## config.mk

```make
export PLATFORM = sky130hd
export DESIGN_NAME = uart_tx_fifo_flat
export DESIGN_NICKNAME = d
export VERILOG_FILES = /design/src/rtl/uart_tx_fifo_if.sv /design/src/rtl/uart_tx_fifo.sv /design/src/flat_wrapper.sv
export SDC_FILE = /design/constraint.sdc
export NUM_CORES = 1
export LEC_CHECK = 0
export CAP_MARGIN = 5
export CORE_ASPECT_RATIO = 0.6
export CORE_MARGIN = 5
export CORE_UTILIZATION = 55
export CTS_BUF_LIST = sky130_fd_sc_hd__clkbuf_2 sky130_fd_sc_hd__clkbuf_4 sky130_fd_sc_hd__clkbuf_8
export CTS_CLUSTER_SIZE = 24
export DETAILED_ROUTE_END_ITERATION = 10
export PLACE_DENSITY = 0.75
export SLEW_MARGIN = 20
export SYNTH_ARGS = -nofsm -noshare
export SYNTH_HDL_FRONTEND = slang
export SYNTH_SLANG_ARGS = --single-unit
```

## constraint.sdc

```tcl
create_clock -name i_clk -period 8.2 [get_ports i_clk]
set_input_delay 1.64 -clock i_clk [delete_from_list [all_inputs] [get_ports i_clk]]
set_output_delay 1.64 -clock i_clk [all_outputs]
set_load 0.01 [all_outputs]
```

## src/rtl/uart_tx_fifo_if.sv

```systemverilog
// Producer-side handshake bundle for uart_tx_fifo: word, valid and ready.
// master: the producer drives i_tx_valid/i_tx_data and observes o_tx_ready.
// slave : the transmitter observes valid/data and drives o_tx_ready.
interface uart_tx_fifo_if #(
  parameter int DATA_W = 8
);
  logic              i_tx_valid;
  logic [DATA_W-1:0] i_tx_data;
  logic              o_tx_ready;

  modport master (
    output i_tx_valid,
    output i_tx_data,
    input  o_tx_ready
  );

  modport slave (
    input  i_tx_valid,
    input  i_tx_data,
    output o_tx_ready
  );
endinterface

```

## src/rtl/uart_tx_fifo.sv

```systemverilog
// Purpose     : parametrised UART transmitter (DATA_W bits, optional odd/even
//               parity, 1 or 2 stop bits) fed by a small power-of-2 input FIFO.
// Latency     : a push into an empty FIFO while idle drives the start bit two
//               edges later; queued frames follow each other with no idle gap.
// Backpressure: o_tx_ready is low whenever the FIFO holds FIFO_DEPTH words,
//               even if a word is being popped in the same cycle.
// Ports       : i_clk/i_rst_n clock and async active-low reset; i_enable gates
//               new frame starts only; tx_if carries valid/data/ready;
//               o_tx_serial line (idle high), o_tx_active frame in progress,
//               o_tx_done one-cycle pulse per frame, o_fifo_count words queued.
module uart_tx_fifo #(
  parameter int CLKS_PER_BIT = 16,
  parameter int DATA_W       = 8,
  parameter int PARITY       = 0,
  parameter int STOP_BITS    = 1,
  parameter int FIFO_DEPTH   = 4
) (
  input  logic                        i_clk,
  input  logic                        i_rst_n,
  input  logic                        i_enable,
  uart_tx_fifo_if.slave               tx_if,
  output logic                        o_tx_serial,
  output logic                        o_tx_active,
  output logic                        o_tx_done,
  output logic [$clog2(FIFO_DEPTH):0] o_fifo_count
);

  localparam int CNT_W = $clog2(FIFO_DEPTH) + 1;
  localparam int PTR_W = $clog2(FIFO_DEPTH);
  localparam int CLK_W = $clog2(CLKS_PER_BIT) + 1;
  // Counts data bits (up to 9) and stop bits (up to 2).
  localparam int BIT_W = 4;

  localparam logic [2:0] S_IDLE  = 3'd0;
  localparam logic [2:0] S_START = 3'd1;
  localparam logic [2:0] S_DATA  = 3'd2;
  localparam logic [2:0] S_PAR   = 3'd3;
  localparam logic [2:0] S_STOP  = 3'd4;

  // FSM state
  logic [2:0]        state_q,   state_d;
  logic [CLK_W-1:0]  clk_cnt_q, clk_cnt_d;
  logic [BIT_W-1:0]  bit_cnt_q, bit_cnt_d;
  logic [DATA_W-1:0] shreg_q,   shreg_d;
  logic              par_q,     par_d;

  // Registered line outputs
  logic              serial_q,  serial_d;
  logic              active_q,  active_d;
  logic              done_q,    done_d;

  // FIFO state
  logic [DATA_W-1:0] mem_q [FIFO_DEPTH];
  logic [DATA_W-1:0] mem_d [FIFO_DEPTH];
  logic [PTR_W-1:0]  wr_ptr_q,  wr_ptr_d;
  logic [PTR_W-1:0]  rd_ptr_q,  rd_ptr_d;
  logic [CNT_W-1:0]  count_q,   count_d;

  logic              ready;
  logic              push;
  logic              pop;
  logic              can_start;
  logic              bit_end;
  logic [DATA_W-1:0] head;

  // Ready depends on the stored count only, so a full FIFO never accepts a
  // word on the strength of a same-cycle pop.
  assign ready     = (count_q < CNT_W'(FIFO_DEPTH));
  assign push      = tx_if.i_tx_valid & ready;
  assign can_start = (count_q != '0) & i_enable;
  assign bit_end   = (clk_cnt_q == CLK_W'(CLKS_PER_BIT - 1));
  assign head      = mem_q[rd_ptr_q];

  function automatic logic parity_of(input logic [DATA_W-1:0] d);
    // Odd: total ones including parity is odd; even: total is even.
    return (PARITY == 1) ? ~(^d) : (^d);
  endfunction

  // ---------------------------------------------------------------- FSM
  always_comb begin
    state_d   = state_q;
    clk_cnt_d = clk_cnt_q;
    bit_cnt_d = bit_cnt_q;
    shreg_d   = shreg_q;
    par_d     = par_q;
    pop       = 1'b0;
    done_d    = 1'b0;

    if (state_q != S_IDLE) begin
      clk_cnt_d = bit_end ? '0 : clk_cnt_q + 1'b1;
    end

    case (state_q)
      S_IDLE: begin
        clk_cnt_d = '0;
        bit_cnt_d = '0;
        if (can_start) begin
          pop     = 1'b1;
          shreg_d = head;
          par_d   = parity_of(head);
          state_d = S_START;
        end
      end

      S_START: begin
        if (bit_end) begin
          bit_cnt_d = '0;
          state_d   = S_DATA;
        end
      end

      S_DATA: begin
        if (bit_end) begin
          shreg_d = shreg_q >> 1;
          if (bit_cnt_q == BIT_W'(DATA_W - 1)) begin
            bit_cnt_d = '0;
            state_d   = (PARITY != 0) ? S_PAR : S_STOP;
          end else begin
            bit_cnt_d = bit_cnt_q + 1'b1;
          end
        end
      end

      S_PAR: begin
        if (bit_end) begin
          bit_cnt_d = '0;
          state_d   = S_STOP;
        end
      end

      S_STOP: begin
        if (bit_end) begin
          if (bit_cnt_q == BIT_W'(STOP_BITS - 1)) begin
            done_d    = 1'b1;
            bit_cnt_d = '0;
            // Chain straight into the next start bit when more data waits.
            if (can_start) begin
              pop     = 1'b1;
              shreg_d = head;
              par_d   = parity_of(head);
              state_d = S_START;
            end else begin
              state_d = S_IDLE;
            end
          end else begin
            bit_cnt_d = bit_cnt_q + 1'b1;
          end
        end
      end

      default: begin
        state_d = S_IDLE;
      end
    endcase
  end

  // Line level for the current state; registered, so the pin trails the FSM
  // by one cycle and the pop edge is separated from the start-bit edge.
  always_comb begin
    serial_d = 1'b1;
    case (state_q)
      S_START: serial_d = 1'b0;
      S_DATA:  serial_d = shreg_q[0];
      S_PAR:   serial_d = par_q;
      default: serial_d = 1'b1;
    endcase
  end

  assign active_d = (state_q != S_IDLE);

  // ---------------------------------------------------------------- FIFO
  always_comb begin
    mem_d    = mem_q;
    wr_ptr_d = wr_ptr_q;
    rd_ptr_d = rd_ptr_q;
    if (push) begin
      mem_d[wr_ptr_q] = tx_if.i_tx_data;
      wr_ptr_d        = wr_ptr_q + 1'b1;
    end
    if (pop) begin
      rd_ptr_d = rd_ptr_q + 1'b1;
    end
    // Pop only happens with count>0, so this never underflows.
    count_d = count_q + CNT_W'(push) - CNT_W'(pop);
  end

  // ---------------------------------------------------------------- flops
  always_ff @(posedge i_clk or negedge i_rst_n) begin
    if (!i_rst_n) begin
      state_q   <= S_IDLE;
      clk_cnt_q <= '0;
      bit_cnt_q <= '0;
      shreg_q   <= '0;
      par_q     <= 1'b0;
      serial_q  <= 1'b1;
      active_q  <= 1'b0;
      done_q    <= 1'b0;
      wr_ptr_q  <= '0;
      rd_ptr_q  <= '0;
      count_q   <= '0;
      for (int i = 0; i < FIFO_DEPTH; i++) begin
        mem_q[i] <= '0;
      end
    end else begin
      state_q   <= state_d;
      clk_cnt_q <= clk_cnt_d;
      bit_cnt_q <= bit_cnt_d;
      shreg_q   <= shreg_d;
      par_q     <= par_d;
      serial_q  <= serial_d;
      active_q  <= active_d;
      done_q    <= done_d;
      wr_ptr_q  <= wr_ptr_d;
      rd_ptr_q  <= rd_ptr_d;
      count_q   <= count_d;
      mem_q     <= mem_d;
    end
  end

  assign tx_if.o_tx_ready = ready;
  assign o_tx_serial      = serial_q;
  assign o_tx_active      = active_q;
  assign o_tx_done        = done_q;
  assign o_fifo_count     = count_q;

endmodule

```

## src/flat_wrapper.sv

```systemverilog
// flat-port wrapper written by rule: the top's interface ports become plain ports
module uart_tx_fifo_flat 
#(
  parameter int CLKS_PER_BIT = 16,
  parameter int DATA_W       = 8,
  parameter int PARITY       = 0,
  parameter int STOP_BITS    = 1,
  parameter int FIFO_DEPTH   = 4
)
  (i_clk, i_rst_n, i_enable, o_tx_serial, o_tx_active, o_tx_done, o_fifo_count, tx_if_i_tx_valid, tx_if_i_tx_data, tx_if_o_tx_ready);
  uart_tx_fifo_if #(.DATA_W(DATA_W)) tx_if_i ();
  input  logic i_clk;
  input  logic i_rst_n;
  input  logic i_enable;
  output logic o_tx_serial;
  output logic o_tx_active;
  output logic o_tx_done;
  output logic [$clog2(FIFO_DEPTH):0] o_fifo_count;
  input wire logic [$bits(tx_if_i.i_tx_valid)-1:0] tx_if_i_tx_valid;
  input wire logic [$bits(tx_if_i.i_tx_data)-1:0] tx_if_i_tx_data;
  output wire logic [$bits(tx_if_i.o_tx_ready)-1:0] tx_if_o_tx_ready;
  assign tx_if_i.i_tx_valid = tx_if_i_tx_valid;
  assign tx_if_i.i_tx_data = tx_if_i_tx_data;
  assign tx_if_o_tx_ready = tx_if_i.o_tx_ready;
  uart_tx_fifo #(.CLKS_PER_BIT(CLKS_PER_BIT), .DATA_W(DATA_W), .PARITY(PARITY), .STOP_BITS(STOP_BITS), .FIFO_DEPTH(FIFO_DEPTH)) u_core (.i_clk(i_clk), .i_rst_n(i_rst_n), .i_enable(i_enable), .tx_if(tx_if_i), .o_tx_serial(o_tx_serial), .o_tx_active(o_tx_active), .o_tx_done(o_tx_done), .o_fifo_count(o_fifo_count));
endmodule
```

==> qor.yml <==
status: "completed"
dieWidth_um: 105
fin_skew_ns: 0.00448
r2r_slack_ns: 4.95
path_delay_family: "adder cells"
worstMarginPinSlew_ns: 0.778
cp-end-kind: "flop"
synth-simple-area-share: 0.0806
netlist_area_mm2: 0.00300
viasPerCell: 5.62
synth_most_common_cell: "dfrtp_1"
drive_above_1_share: 0.248
critPathMaxStageDelay_ns: 0.50
clock-sinks: 63
cts_root_buffer: "clkbuf_8"
ios: 19
synth_nets: 254
fin_crit_sh: 0.460
ys.warnings.count: 0
wire_per_inst_um: 16.6
total_power_mw: 1.46
final-setup-viol-count: 0
path_buf_inv: 3
tns_ns: 0
ir_drop_v: 0.000203
cts_resized: 0
grt_start_max_net_pins: 64
yosysSeqAreaShare: 0.527
internal-power_uw: 988
crit_fanout: 6
grt.total_usage: 0.175
slowest_stage: "a21oi_1"
ys_async_sr_fraction: 1.00
leakage_nw: 1.56
hold_viol_final: 0
synth_cells: 232
tritoncts: "built"
power.density_mw_per_mm2: 423
avgSynthCellArea_um2: 12.9
die_h_um: 67.2
synth_ff_type: "dfrtp_1"
critPathKind: "input port to flop"
placed_cells: 308
routed_wl_mm: 5.39
start_util: 0.579
arrival_ns: 4.00
cts-hold-fix-buffers: 0
p_sw_uw: 473
dp_slack_ns: 4.07
clkLatencyLatePin_ns: 0.34
comb_power_share: 0.388
grt_pass1_wl_mm: 9.32
cts_setup_buffers: 0
dieArea_mm2: 0.00707
grt_pass1_vias: 1874
cp_cell_sequence: "clkdlybuf4s50_1 > o311ai_0 > a21oi_1 > ha_1 > inv_1 > ha_1 > inv_1 > fa_1 > xnor2_1 > xnor2_1"
antenna_found_initial: 0
cts_buffer_depth: 2
rsz0062_at_grt: "no"
muxShareOfSynthArea: 0.210
synth_fa_ha_area_frac: 0.0443
cts_buffers: 9
finalMaxSlewViolations: 0
gp_congestion: 0.780
synth_commonest_cells: "dfrtp_1, mux2_2, nand2_1"
antennaDiodeCount: 0
rows: 20
timing.hold.ws_ns: 0.471
cap_violations: 0
yosys-top-cells-area: "dfrtp_1, mux2_2, mux4_2"
io_buffer_count: 18
period_minus_slack_ns: 3.77
vias: 1821
seqPwrFrac: 0.387
final_cells: 324
worstSetupStartpointType: "input port"
ant_nets: 0
synth_top_area_frac: 0.518
drt_iter0_drc: 71
syn2layout_area_growth_pct: 15.3
cts.htree.levels: 3
slew_headroom: 0.481
fin_nets: 275
yosysTopAreaCell: "dfrtp_1"
path_clk_slew_ns: 0.07
dp_hpwl_mm: 3.72
drtPass1Iterations: 5
synth-xor-area-share: 0.0409
synth_cell_type_count: 40
cp.required_ns: 8.43
p_sw_frac: 0.324
synth_compound_area_frac: 0.0647
drc_errors: 0
gr-total-overflow: 0
max_freq_mhz: 265
synth_edf_count: 0
finalWorstSetupSlack_ns: 4.43
coreArea_mm2: 0.00518
hold_path_class: "flop to flop"
pwr-share-clk: 0.225
synth_top_family_by_area: "multiplexers"
ys_ff_latch: 63
## through the flow
| step | utilization | cell area [um2] |
|---|---|---|
| after floorplan | - | 3000 |
| after global placement | 0.620 | 3210 |
| after detailed placement | 0.620 | 3210 |
| after CTS | 0.667 | 3450 |
| after global routing | 0.667 | 3450 |
| final | 0.667 | 3450 |
## flip-flops by register name (all words and copies together) (netlist names)
| register | cells |
|---|---|
| u_core.mem_q | 32 |
| u_core.rd_ptr_q | 2 |
| u_core.bit_cnt_q | 4 |
| u_core.wr_ptr_q | 2 |
| u_core.o_tx_serial | 1 |
| u_core.clk_cnt_q | 5 |
| u_core.o_fifo_count | 3 |
| u_core.shreg_q | 8 |
| u_core.state_q | 3 |
| u_core.o_tx_done | 1 |
| u_core.par_q | 1 |
| u_core.o_tx_active | 1 |
## cell type report
class	instances	area (um2)
Inverter	12	45.0
Clock inverter	6	108
Clock buffer	10	138
Timing Repair Buffer	19	183
Fill cell	380	1730
Sequential cell	63	1580
Multi-Input combinational cell	148	1320
Tap cell	66	82.6
## layer usage
metal  wire length, um  global-route usage  share of wire  vias up
met4                85              0.0655          0.016        0
met1              2710               0.243           0.50      918
met2              2340               0.261           0.43       28
met3               251              0.0554          0.047        9
li1                  -                   -              -      866
met5                 0                   0              0        -
## final timing paths
kind | startpoint | to | depth (start not counted)
setup / recovery | i_enable | u_core.o_fifo_count[2]$_DFF_PN0_ | 10
hold / removal | u_core.clk_cnt_q[0]$_DFF_PN0_ | u_core.clk_cnt_q[0]$_DFF_PN0_ | 1
setup reg to reg | u_core.bit_cnt_q[0]$_DFFE_PN0P_ | u_core.o_fifo_count[2]$_DFF_PN0_ | 12
hold reg to reg | u_core.clk_cnt_q[0]$_DFF_PN0_ | u_core.clk_cnt_q[0]$_DFF_PN0_ | 1
max in group asynchronous | i_rst_n | u_core.bit_cnt_q[2]$_DFFE_PN0P_ | 2
min in group asynchronous | i_rst_n | u_core.o_fifo_count[0]$_DFF_PN0_ | 2
## worst register-to-register path, delay by kind of cell, from the launching register on
kind	cells	cell delay (ns)
fa+ha+maj	4	0.98
simple gates	2	0.77
compound gates	1	0.52
flops	1	0.42
xor+xnor	2	0.27
buf+inv	3	0.18
## cell usage in the layout, fill, tap and decap left out, drive strengths merged, types with 7 or more instances in the layout
| cell type | instances |
|---|---|
| nand2 | 16 |
| clkdlybuf4s50 | 17 |
| ha | 9 |
| a21oi | 11 |
| dfrtp | 62 |
| nor2 | 7 |
| xnor2 | 11 |
| nand3 | 7 |
| mux2i | 9 |
| inv | 12 |
| clkbuf | 10 |
| mux2 | 32 |
| mux4 | 8 |
## cells by family (layout without fill, tap and decap cells)
| group | count (synthesis) | after routing |
|---|---|---|
| flip-flops | 63 | 63 |
| multiplexers | 49 | 49 |
| AND/OR/NAND/NOR | 46 | 46 |
| AO/OA/AOI/OAI | 29 | 29 |
| buffers and inverters | 21 | 47 |
| XOR/XNOR | 14 | 14 |
| adder cells (fa/ha/maj) | 10 | 10 |
## power by group through the flow
stage / Sequential, mW / Combinational [mW] / Clock, mW
CTS: 0.566 / 0.572 / 0.335
detailed placement: 0.571 / 0.568 / 0
finish: 0.565 / 0.566 / 0.328
global placement: 0.566 / 0.559 / 0
floorplan: 0.519 / 0.481 / 0
global route: 0.588 / 0.622 / 0.349
Power figures use the tool's default switching activity.
==> RTL edit, RTL diff (config.mk and constraints unchanged) <==
Put one more register stage on the output `o_fifo_count`, with the module's reset. The value now appears one clock later. The other outputs are not delayed to match. Comments in the files are not updated.
--- a/src/rtl/uart_tx_fifo.sv
+++ b/src/rtl/uart_tx_fifo.sv
@@ -221,7 +221,13 @@
   assign o_tx_serial      = serial_q;
   assign o_tx_active      = active_q;
   assign o_tx_done        = done_q;
-  assign o_fifo_count     = count_q;
+  always_ff @(posedge i_clk or negedge i_rst_n) begin
+    if (!i_rst_n) begin
+      o_fifo_count <= '0;
+    end else begin
+      o_fifo_count <= count_q;
+    end
+  end
 
 endmodule
 
Behaviour: not the same (a bounded check fails within 4 cycles, from zero or initial values and one cycle with i_rst_n low).
==> RTL edit against the original RTL <==
- synthesized area increased by 3.2%
- critical endpoint is now u_core.count_q[2]
- routed wire length increased by 1.9%
- design area increased by 1.3%
- fmax increased by 9.7%
- worst setup slack improved by 330 ps
- sequential cell count increased by 3
- total power decreased by 3.3%
- count of clock-buffer cells in the layout unchanged
==> RTL edit: results <==
outcome:
  status: "complete, no violations"
detailed_routing:
  dr.pass1.iters: 4
  vias_per_cell: 5.460
  finalWirelength_mm: 5.487
  drt_iter0_markers: 52
power:
  power_per_cell_area_mw_per_mm2: 403.2
  p_int_uw: 938.5
  leakagePower_nw: 1.500
  seq-power_uw: 586
  ir_drop_mv: 0.1923
placement:
  numPlacedInstances: 310
  dpl_cell_area_mm2: 0.003321
  hpwlAfterDp_mm: 3.813
final_layout:
  clock_area_share_pct: 5.147
  design_area_mm2: 0.003501
  comb.multi_input.count: 144
  multi_input_area_share_pct: 38.67
  layout.area.seq_mm2: 0.001653
  n_fill_cell: 433
  stdcell_count: 326
  drive_above_1_share_pct: 31.13
yosys:
  synth-compound-area-share_pct: 4.856
  synth_xor_area_share_pct: 3.966
  synth_area_leaders: "dfrtp_1, mux2_2, mux4_2"
  synth-seq-area-share_pct: 53.46
  synth_adder_area_share_pct: 4.614
  synth_fp_nets: 252
  yosysUniqueCellTypes: 44
  syn_inst: 230
sta:
  fin_ws_ps: 4762
  slew_headroom_pct: 45.31
  skew_ps: 8.950
global_routing:
  grt_max_degree: 67
  grt_use_total_pct: 17.93
  grt_first_pass_wirelength_mm: 9.577
min_path:
  worst_hold_path.endpoint: "u_core.o_fifo_count[0]"
  hold_start: "u_core.count_q[0]"
  holdPathStages: 0
critical_path:
  cp-endpoint: "u_core.count_q[2]"
  crit_arrival_ps: 3710
  crit_path_top_delay_cell: "clkdlybuf4s50_1"
  r2r-start: "u_core.clk_cnt_q[0]"
  rrSetupSlack_ps: 5100
RTL edit: cell types whose count changed in the layout (fill, tap and decap cells not counted), sizes merged, moves of 2 or more:
cell,unedited run,this run
nand2,16,12
clkinv,2,4
bufinv,3,0
or2,0,2
dfrtp,62,65
mux2,32,47
a21oi,11,8
nand3,7,4
o22ai,0,2
mux2i,9,0
a31oi,6,0
RTL edit: logic make-up after synthesis:
| logic type | count (synthesis) |
|---|---|
| xor+xnor | 14 |
| fa+ha+maj | 11 |
| buf+inv | 20 |
| compound gates | 22 |
| flops | 66 |
| mux | 55 |
| simple gates | 42 |
RTL edit: per-layer routing:
layer  part of all wire [%]  GRT usage [%]  vias up  routed length [um]
met4                   0.77          4.785        0                  42
met5                      0              0        -                   0
li1                       -              -      856                   -
met2                     45          25.86       26                2469
met3                    4.2          6.975        8                 233
met1                     50          25.48      890                2741
RTL edit: critical path, delay by kind of cell:
family	cells	cell delay, ps
simple gates	1	340
fa+ha+maj	3	810
buf+inv	3	600
xor+xnor	2	320
